`config.mk`:
```
export PLATFORM = sky130hd
export DESIGN_NAME = cdc_sync_filter_flat
export DESIGN_NICKNAME = d
export VERILOG_FILES = /design/src/rtl/cdc_sync_filter_if.sv /design/src/rtl/cdc_sync_filter.sv /design/src/flat_wrapper.sv
export SDC_FILE = /design/constraint.sdc
export NUM_CORES = 1
export LEC_CHECK = 0
export BUFFER_PORTS_ARGS = -buffer_cell sky130_fd_sc_hd__buf_4
export CORE_MARGIN = 2
export CORE_UTILIZATION = 49
export CTS_BUF_LIST = sky130_fd_sc_hd__clkbuf_8
export CTS_CLUSTER_SIZE = 30
export DETAILED_ROUTE_END_ITERATION = 10
export GPL_ROUTABILITY_DRIVEN = 0
export PLACE_DENSITY = 0.77
export SLEW_MARGIN = 20
export SYNTH_ARGS = -nofsm -noshare
export SYNTH_HDL_FRONTEND = slang
export SYNTH_SLANG_ARGS = --single-unit
```
`constraint.sdc`:
```
create_clock -name clk -period 1.54 [get_ports clk]
set_clock_uncertainty 0.15 [all_clocks]
set_input_delay 0.077 -clock clk [delete_from_list [all_inputs] [get_ports clk]]
set_output_delay 0.077 -clock clk [all_outputs]
set_load 0.01 [all_outputs]
```
`src/rtl/cdc_sync_filter_if.sv`:
```
// Bundles the per-channel level inputs, control and filtered outputs of
// cdc_sync_filter. The bench drives through master, the synchronizer uses slave.
interface cdc_sync_filter_if #(
    parameter int pWIDTH = 8
);
    logic [pWIDTH-1:0] data_in;
    logic              filter_en;
    logic [pWIDTH-1:0] clear_events;
    logic [pWIDTH-1:0] data_out;
    logic [pWIDTH-1:0] data_out_r;
    logic [pWIDTH-1:0] rise;
    logic [pWIDTH-1:0] fall;
    logic [pWIDTH-1:0] event_rise;
    logic [pWIDTH-1:0] event_fall;

    modport master (
        output data_in, filter_en, clear_events,
        input  data_out, data_out_r, rise, fall, event_rise, event_fall
    );

    modport slave (
        input  data_in, filter_en, clear_events,
        output data_out, data_out_r, rise, fall, event_rise, event_fall
    );
endinterface

```
`src/rtl/cdc_sync_filter.sv`:
```
// Multi-channel level synchronizer with optional per-channel glitch filter,
// one-cycle edge pulses and firmware-clearable sticky event flags.
module cdc_sync_filter #(
    parameter int pWIDTH         = 8,
    parameter int pPIPE_DEPTH    = 2,
    parameter int pFILTER_CYCLES = 4
) (
    input logic               clk,
    input logic               reset,
    cdc_sync_filter_if.slave  bus
);
    localparam int CW = $clog2(pFILTER_CYCLES + 1);
    localparam logic [CW-1:0] CNT_LAST = CW'(pFILTER_CYCLES - 1);

    (* ASYNC_REG = "TRUE" *) logic [pWIDTH-1:0] pipe [pPIPE_DEPTH];

    logic [pWIDTH-1:0] s;
    logic [CW-1:0]     cnt     [pWIDTH];
    logic [CW-1:0]     cnt_nxt [pWIDTH];
    logic [pWIDTH-1:0] upd;
    logic [pWIDTH-1:0] dout_q;
    logic [pWIDTH-1:0] dout_r_q;
    logic [pWIDTH-1:0] rise_q;
    logic [pWIDTH-1:0] fall_q;
    logic [pWIDTH-1:0] ev_rise_q;
    logic [pWIDTH-1:0] ev_fall_q;

    assign s = pipe[pPIPE_DEPTH-1];

    // Synchronizer chain: shift the raw inputs one stage per clock.
    always_ff @(posedge clk) begin
        if (reset) begin
            // NOTE: the pipe is a small register array, not RAM, so clearing
            // every stage on reset is cheap and keeps the first outputs defined.
            for (int k = 0; k < pPIPE_DEPTH; k++) begin
                pipe[k] <= '0;
            end
        end else begin
            // NOTE: non-blocking assignments let every stage sample its
            // neighbour's old value, which is what makes this a shift chain.
            pipe[0] <= bus.data_in;
            for (int k = 1; k < pPIPE_DEPTH; k++) begin
                pipe[k] <= pipe[k-1];
            end
        end
    end

    // Filter decision: which channels accept s this edge, and their next count.
    always_comb begin
        for (int i = 0; i < pWIDTH; i++) begin
            // NOTE: defaults first so every path assigns both outputs and
            // no latch is inferred.
            upd[i]     = 1'b0;
            cnt_nxt[i] = '0;
            if (!bus.filter_en) begin
                upd[i] = (s[i] != dout_q[i]);
            end else if (s[i] != dout_q[i]) begin
                if (cnt[i] == CNT_LAST) begin
                    upd[i] = 1'b1;
                end else begin
                    cnt_nxt[i] = cnt[i] + 1'b1;
                end
            end
        end
    end

    // Per-channel stability counters.
    always_ff @(posedge clk) begin
        for (int i = 0; i < pWIDTH; i++) begin
            if (reset) begin
                cnt[i] <= '0;
            end else begin
                cnt[i] <= cnt_nxt[i];
            end
        end
    end

    // Output value, delayed copy, edge pulses and sticky flags.
    always_ff @(posedge clk) begin
        if (reset) begin
            dout_q    <= '0;
            dout_r_q  <= '0;
            rise_q    <= '0;
            fall_q    <= '0;
            ev_rise_q <= '0;
            ev_fall_q <= '0;
        end else begin
            dout_q    <= dout_q ^ upd;
            dout_r_q  <= dout_q;
            rise_q    <= upd & s;
            fall_q    <= upd & ~s;
            // A new event in the same cycle as a clear keeps the flag set.
            ev_rise_q <= (upd & s)  | (ev_rise_q & ~bus.clear_events);
            ev_fall_q <= (upd & ~s) | (ev_fall_q & ~bus.clear_events);
        end
    end

    assign bus.data_out   = dout_q;
    assign bus.data_out_r = dout_r_q;
    assign bus.rise       = rise_q;
    assign bus.fall       = fall_q;
    assign bus.event_rise = ev_rise_q;
    assign bus.event_fall = ev_fall_q;

endmodule
```
`src/flat_wrapper.sv`:
```
// flat-port wrapper written by rule: the top's interface ports become plain ports
module cdc_sync_filter_flat 
#(
    parameter int pWIDTH         = 8,
    parameter int pPIPE_DEPTH    = 2,
    parameter int pFILTER_CYCLES = 4
)
  (clk, reset, bus_data_in, bus_filter_en, bus_clear_events, bus_data_out, bus_data_out_r, bus_rise, bus_fall, bus_event_rise, bus_event_fall);
  cdc_sync_filter_if #(.pWIDTH(pWIDTH)) bus_i ();
  input logic clk;
  input logic reset;
  input wire logic [$bits(bus_i.data_in)-1:0] bus_data_in;
  input wire logic [$bits(bus_i.filter_en)-1:0] bus_filter_en;
  input wire logic [$bits(bus_i.clear_events)-1:0] bus_clear_events;
  output wire logic [$bits(bus_i.data_out)-1:0] bus_data_out;
  output wire logic [$bits(bus_i.data_out_r)-1:0] bus_data_out_r;
  output wire logic [$bits(bus_i.rise)-1:0] bus_rise;
  output wire logic [$bits(bus_i.fall)-1:0] bus_fall;
  output wire logic [$bits(bus_i.event_rise)-1:0] bus_event_rise;
  output wire logic [$bits(bus_i.event_fall)-1:0] bus_event_fall;
  assign bus_i.data_in = bus_data_in;
  assign bus_i.filter_en = bus_filter_en;
  assign bus_i.clear_events = bus_clear_events;
  assign bus_data_out = bus_i.data_out;
  assign bus_data_out_r = bus_i.data_out_r;
  assign bus_rise = bus_i.rise;
  assign bus_fall = bus_i.fall;
  assign bus_event_rise = bus_i.event_rise;
  assign bus_event_fall = bus_i.event_fall;
  cdc_sync_filter #(.pWIDTH(pWIDTH), .pPIPE_DEPTH(pPIPE_DEPTH), .pFILTER_CYCLES(pFILTER_CYCLES)) u_core (.clk(clk), .reset(reset), .bus(bus_i));
endmodule
```
==> results of run 1 <==
## area by class of cell
| class | instances | area, sq um |
|---|---|---|
| multi-input cells | 173 | 1230 |
| repair buffers | 92 | 734.5 |
| clock inverters | 6 | 107.6 |
| inverters | 16 | 60.06 |
| clock buffers | 10 | 137.6 |
| well taps | 75 | 93.84 |
| flip-flops and latches | 88 | 1770 |
| fillers | 432 | 1717 |
## stage by stage
step	setup TNS (ns)	utilization, %
floorplan	0	-
global placement	0	61.16
detailed placement	-0.03560	61.16
CTS	0	68.91
global route	-0.6668	70.66
finish	0	70.66
## synth_stat cells, drive strengths merged
library cell  instances  share of area [%]
nand3b               16                4.1
xnor2                 8                2.4
nand2                 5               0.64
dfxtp                88                 60
mux2i                 8                2.7
or3                   8                1.7
buf                   1               0.13
nor2                 48                6.1
ha                   16                6.8
nand2b               24                5.1
inv                  16                2.0
nor2b                24                5.1
a21oi                16                2.7
clkbuf                6               0.76
## timing repair
item / 4_1_cts / 5_1_grt
setup endpoints to repair: 21 / 41
hold endpoints to repair: 24 / 0
setup buffers: 0 / 1
cloned: 0 / 0
gates resized for setup: 14 / 25
hold buffers: 16 / 0
pin swaps: 7 / 6
## sequential cells by signal, summed over array words and instances (netlist names)
signal,cells
u_core.bus.data_out,8
u_core.bus.data_out_r,8
u_core.bus.event_fall,8
u_core.bus.event_rise,8
u_core.bus.rise,8
u_core.bus.fall,8
u_core.pipe,16
u_core.cnt,24
## critical path, cell delays in order, from the launching register on
cell and delay [ns]:
dfxtp_1 0.33, ha_1 0.20, ha_1 0.18, nand2b_1 0.16, or3_4 0.36, nor2_1 0.11
## worst max path at each step
stage	from	to	slack [ns]
6_report	u_core.cnt[1][0]$_SDFF_PP0_	u_core.cnt[1][0]$_SDFF_PP0_	0.003
5_1_grt	u_core.cnt[1][9]$_SDFF_PP0_	u_core.cnt[1][10]$_SDFF_PP0_	-0.05
4_1_cts	u_core.cnt[1][6]$_SDFF_PP0_	u_core.cnt[1][8]$_SDFF_PP0_	0.0003
3_5_place_dp	u_core.cnt[0][3]$_SDFF_PP0_	u_core.cnt[0][3]$_SDFF_PP0_	-0.01
3_3_place_gp	u_core.cnt[0][9]$_SDFF_PP0_	u_core.cnt[0][9]$_SDFF_PP0_	0.03
2_1_floorplan	u_core.cnt[0][0]$_SDFF_PP0_	u_core.cnt[0][0]$_SDFF_PP0_	0.01
## placed cells by master (no fill, tap or decap), drive strengths merged
| cell type | count |
|---|---|
| dfxtp | 88 |
| buf | 76 |
| nor2 | 48 |
| nor2b | 24 |
| nand2b | 24 |
| inv | 17 |
| nand3b | 16 |
| a21oi | 16 |
| dlygate4sd3 | 16 |
| ha | 16 |
| clkbuf | 10 |
| mux2i | 8 |
| xnor2 | 8 |
| or3 | 8 |
| nand2 | 5 |
| bufinv | 3 |
| clkinv | 2 |
## metal layers
metal,vias up,track usage (%),wire [um]
li1,1093,-,-
met4,0,10.85,141
met3,11,4.945,269
met2,51,29.75,2730
met5,-,0,0
met1,989,18.71,2282
## where the power goes
group          total, W  internal, W  switching [W]  leakage (nW)
Clock           0.00190      0.00112       0.000787         0.128
Sequential      0.00235      0.00232      0.0000300         0.718
Combinational  0.000265     0.000154       0.000111         0.906
Total           0.00452      0.00359       0.000927          1.75
## logic make-up (layout without fill, tap and decap cells)
family	Yosys count	count (layout)	share of synthesized area [%]
AO/OA/AOI/OAI	16	16	2.717
XOR/XNOR	8	8	2.377
adder cells (fa/ha/maj)	16	16	6.791
buffers and inverters	23	124	2.929
flip-flops	88	88	59.76
multiplexers	8	8	2.717
AND/OR/NAND/NOR	125	125	22.71
==> impl_metrics.env, run 1 <==
export IMPL_worst_hold_slack_ns=0.01380
export IMPL_placed_area_sq_um=3578
export IMPL_nets=415
export IMPL_clk_latency_ns=0.36
export IMPL_required_ns=1.68
export IMPL_drive_above_1_share_pct=32.73
export IMPL_synth_cells=284
export IMPL_grt_use_total_pct=17.32
export IMPL_vdd_drop_max_mv=0.8551
export IMPL_p_total_w=0.004517
export IMPL_max_freq_mhz=650.6
export IMPL_design_die_area_sq_um=6652
export IMPL_tightest_slew_ns=0.5770
export IMPL_setup_viol=0
export IMPL_status="complete, no violations"
export IMPL_route_detailed_drc=0
export IMPL_rr_endpoint="u_core.cnt[1][0]$_SDFF_PP0_"
export IMPL_rows=28
export IMPL_die_y_um=81.56
export IMPL_drtPass1Iterations=4
export IMPL_antenna_found_initial=0
export IMPL_setup_worst_path_class="flip-flop to flip-flop"
export IMPL_wire_per_inst_um=11.79
export IMPL_synth_nets=319
export IMPL_p_per_area_nw_per_um2=1093
export IMPL_pre_cts_ws_ns=-0.01399
export IMPL_die_w_um=81.56
export IMPL_slew_headroom_pct=61.54
export IMPL_drt_vias_per_instance=4.661
export IMPL_setup_worst_path_start_class="flip-flop"
export IMPL_critPathMaxFanout=3
export IMPL_io_pins=67
export IMPL_root_buffer="clkbuf_8"
export IMPL_final_cells=460
export IMPL_slew_violations=0
export IMPL_grt_pass1_wl_um=8542
export IMPL_r2r_slack_ns=0.003
export IMPL_tritoncts="yes"
export IMPL_overflow=0
export IMPL_final_hold_violation_count=0
export IMPL_fin_ws_ns=0.003039
export IMPL_whs_path_depth=4
export IMPL_rr_startpoint="u_core.cnt[1][0]$_SDFF_PP0_"
export IMPL_port_buffers=66
export IMPL_synth_avg_cell_area_sq_um=10.38
export IMPL_syn_to_final_growth_pct=40.24
export IMPL_coreArea_sq_um=5851
export IMPL_grt_max_degree=59
export IMPL_first_iter_violations=83
export IMPL_postLayoutCellArea_sq_um=4134
export IMPL_clock_path_buffers=2
export IMPL_rsz0062_at_grt="true"
export IMPL_leakage_nw=1.752
export IMPL_cts_sinks=88
export IMPL_h_tree_depth=3
export IMPL_synth_warnings=0
export IMPL_cts_buffers=9
export IMPL_cp_arrival_ns=1.68
export IMPL_r2r_cells=5
export IMPL_synth_cell_types=14
export IMPL_initial_core_util_pct=50.38
export IMPL_cts_clk_slew_worst_paths_ns=0.08
export IMPL_via_count=2144
export IMPL_dp_hpwl_um=3436
export IMPL_synth_area_sq_um=2948
export IMPL_hold_class="input pin to flip-flop"
export IMPL_period_minus_slack_ns=1.537
export IMPL_final_period_utilization_pct=99.80
export IMPL_diodes=0
export IMPL_placed_cells=427
export IMPL_grt_pass1_vias=1992
export IMPL_hold_start="bus_filter_en"
export IMPL_drv_cap=0
export IMPL_postRouteAntennaNets=0
export IMPL_min_to="u_core.cnt[0][6]$_SDFF_PP0_"
export IMPL_seq_area_frac_synth_pct=59.76
export IMPL_routed_wl_um=5424
export IMPL_worst_setup_path_end_kind="flip-flop"
export IMPL_ys_ff_latch=88
(Power assumes the default switching activity.)
==> run 2, diff against run 1 <==
--- a/config.mk
+++ b/config.mk
@@ -5,11 +5,12 @@
 export SDC_FILE = /design/constraint.sdc
 export NUM_CORES = 1
 export LEC_CHECK = 0
+export ABC_AREA = 1
 export BUFFER_PORTS_ARGS = -buffer_cell sky130_fd_sc_hd__buf_4
 export CORE_MARGIN = 2
 export CORE_UTILIZATION = 49
 export CTS_BUF_LIST = sky130_fd_sc_hd__clkbuf_8
-export CTS_CLUSTER_SIZE = 30
+export CTS_CLUSTER_SIZE = 20
 export DETAILED_ROUTE_END_ITERATION = 10
 export GPL_ROUTABILITY_DRIVEN = 0
 export PLACE_DENSITY = 0.77
==> impl_metrics.env, run 2 <==
export IMPL_status="complete, no violations"
export IMPL_synth_cells=362
export IMPL_yosysTopAreaCell="dfxtp_1"
export IMPL_ys_ff_latch=88
export IMPL_max_freq_mhz=719.1
export IMPL_root_buffer="clkbuf_8"
export IMPL_p_int_w=0.003044
export IMPL_synthXorXnorAreaFrac_pct=0
export IMPL_placed_area_sq_um=3566
export IMPL_leakage_nw=1.991
export IMPL_synth_nets=397
export IMPL_hold_class="input pin to flip-flop"
export IMPL_vdd_drop_max_mv=0.7929
export IMPL_initial_core_util_pct=50.90
export IMPL_via_count=2325
export IMPL_cts_buffers=9
export IMPL_routed_wl_um=5246
export IMPL_cts_clk_slew_worst_paths_ns=0.08
export IMPL_wire_per_inst_um=9.936
export IMPL_regMostFlops="u_core.cnt"
export IMPL_ys_flop_type="dfxtp_1"
export IMPL_yosys_top_cells_area="dfxtp_1 (58%), inv_1 (9.3%), nand2_1 (8.5%), nor2_1 (7.6%), ha_1 (6.6%)"
export IMPL_cts_sinks=88
export IMPL_pwr_share_clk_pct=33.9
export IMPL_synth_avg_cell_area_sq_um=8.375
export IMPL_switching_power_w=0.0008744
export IMPL_synth_warnings=0
export IMPL_io_pins=67
export IMPL_dp_hpwl_um=3614
export IMPL_muxShareOfSynthArea_pct=0
export IMPL_diodes=0
export IMPL_period_minus_slack_ns=1.391
export IMPL_worst_setup_path_end_kind="flip-flop"
export IMPL_setup_worst_path_start_class="flip-flop"
export IMPL_cp_slowest_cell="dfxtp_1"
export IMPL_yosys_area_share_simple_pct=22.49
export IMPL_rows=28
export IMPL_ys_async_sr_fraction_pct=0
export IMPL_p_total_w=0.003918
export IMPL_die_y_um=82.66
export IMPL_route_detailed_drc=0
export IMPL_synth_area_sq_um=3032
export IMPL_synth_top_family_by_area="simple AND/OR/NAND/NOR gates"
export IMPL_postRouteAntennaNets=0
export IMPL_overflow=0
export IMPL_p_per_area_nw_per_um2=1007
export IMPL_final_setup_tns_ns=0
export IMPL_drive_above_1_share_pct=18.76
export IMPL_cp_arrival_ns=1.52
export IMPL_final_hold_violation_count=0
export IMPL_cpPeakStageDelay_ns=0.33
export IMPL_drt_vias_per_instance=4.403
export IMPL_clock_path_buffers=2
export IMPL_switching_share_pct=22.32
export IMPL_critPathMaxFanout=4
export IMPL_reg_top3="u_core.cnt (24), u_core.pipe (16)"
export IMPL_clk_latency_ns=0.34
export IMPL_layout_common_cells="dfxtp_1 (88), inv_1 (77), nand2_1 (69)"
export IMPL_antenna_found_initial=0
export IMPL_fillers=516
export IMPL_drv_cap=0
export IMPL_postLayoutCellArea_sq_um=3891
export IMPL_synth_compound_area_share_pct=1.321
export IMPL_final_common_cell="dfxtp_1"
export IMPL_grt_use_total_pct=16.57
export IMPL_synth_most_common_cell="dfxtp_1"
export IMPL_largest_reg_flops=24
export IMPL_synth_edf_count=0
export IMPL_seq_area_frac_synth_pct=58.11
export IMPL_synth_adder_area_share_pct=6.603
export IMPL_setup_worst_path_class="flip-flop to flip-flop"
export IMPL_tritoncts="yes"
export IMPL_power_frac_comb_pct=6.3
export IMPL_slew_violations=0
export IMPL_slew_headroom_pct=55.65
export IMPL_synth_cell_types=13
export IMPL_r2r_slack_ns=0.15
export IMPL_final_period_utilization_pct=90.30
export IMPL_h_tree_depth=3
export IMPL_required_ns=1.67
export IMPL_die_w_um=82.66
export IMPL_port_buffers=66
export IMPL_first_iter_violations=58
export IMPL_synth_common_cells="dfxtp_1 (88), inv_1 (75), nand2_1 (69), nor2_1 (61), nand3_1 (25)"
export IMPL_grt_pass1_vias=2131
export IMPL_nets=483
export IMPL_grt_max_degree=41
export IMPL_tightest_slew_ns=0.6642
export IMPL_syn_to_final_growth_pct=28.35
export IMPL_coreArea_sq_um=5956
export IMPL_grt_pass1_wl_um=8535
export IMPL_path_cells="ha_1 > ha_1 > inv_1 > nand2_1 > nor2_2 > nand2_1 > nor2_1"
export IMPL_setup_viol=0
export IMPL_synth_top_cell_area_share_pct=58.11
export IMPL_seqPwrFrac_pct=59.8
export IMPL_drtPass1Iterations=4
export IMPL_rsz0062_at_grt="false"
export IMPL_design_die_area_sq_um=6832
## run 2: cell count changes in the layout (fill, tap and decap cells not counted), moves of 16 or more
cell,delta
nand3_1,+25
nand2b_1,-21
nand3b_1,-16
a21oi_1,-16
inv_1,+60
nor2_1,+26
nor2b_1,-24
nand2_1,+64
## run 2: power groups by stage
stage	logic (W)	clock network (W)	registers, W
detailed placement	0.000213	0	0.00240
CTS	0.000246	0.00138	0.00234
global placement	0.000208	0	0.00240
global route	0.000276	0.00147	0.00235
finish	0.000245	0.00133	0.00234
floorplan	0.000121	0	0.00240
## run 2: final timing paths
path                                startpoint                                 to  cells after the start
hold / removal                   bus_filter_en  u_core.bus.data_out[7]$_SDFF_PP0_                      3
setup reg to reg   u_core.cnt[0][3]$_SDFF_PP0_        u_core.cnt[0][5]$_SDFF_PP0_                      7
hold reg to reg   u_core.pipe[0][5]$_SDFF_PP0_      u_core.pipe[0][13]$_SDFF_PP0_                      2
setup / recovery   u_core.cnt[0][3]$_SDFF_PP0_        u_core.cnt[0][5]$_SDFF_PP0_                      7
## run 2: final cells by class
| cell class | instances | area [sq um] | area share (%) |
|---|---|---|---|
| sequential | 88 | 1762 | 45.27 |
| multi-input combinational | 190 | 922.1 | 23.70 |
| timing repair buffer | 83 | 663.1 | 17.04 |
| inverter | 76 | 285.3 | 7.331 |
| clock buffer | 10 | 137.6 | 3.537 |
| tap | 75 | 93.84 | 2.412 |
| clock inverter | 6 | 27.53 | 0.7074 |
## run 2: routing by layer
| metal | up-vias | wire length [um] | GRT usage [%] |
|---|---|---|---|
| met3 | 12 | 207 | 3.152 |
| met5 | - | 0 | 0 |
| met1 | 1010 | 2409 | 19.29 |
| li1 | 1252 | - | - |
| met2 | 51 | 2496 | 27.82 |
| met4 | 0 | 133 | 10.66 |
## run 2: stage by stage
stage	hold WS (ns)	util, %	std cells	setup WS (ns)
after floorplan	0.01112	-	362	0.2782
after global placement	0.1270	59.87	496	0.1928
after CTS	0.01816	65.34	528	0.1391
after global routing	0.03900	65.34	528	0.001999
after detailed placement	0.1340	59.87	496	0.1609
final	0.02985	65.34	528	0.1494
## run 2: cells by family after synthesis
| family | Yosys count |
|---|---|
| compound gates | 8 |
| fa+ha+maj | 16 |
| buf+inv | 84 |
| flops | 88 |
| simple gates | 166 |
## run 2: repair_timing
item                                    in CTS  in global routing
resized for setup                            0                  0
endpoints found under the setup margin       0                  0
setup buffers                                0                  0
endpoints found under the hold margin       24                  0
hold buffers                                16                  0
## run 2: worst max-delay path, delay by kind of cell (launching register included)
kind / cells / cell delay [ns]
simple gates: 4 / 0.38
buf+inv: 1 / 0.05
fa+ha+maj: 2 / 0.41
flops: 1 / 0.33
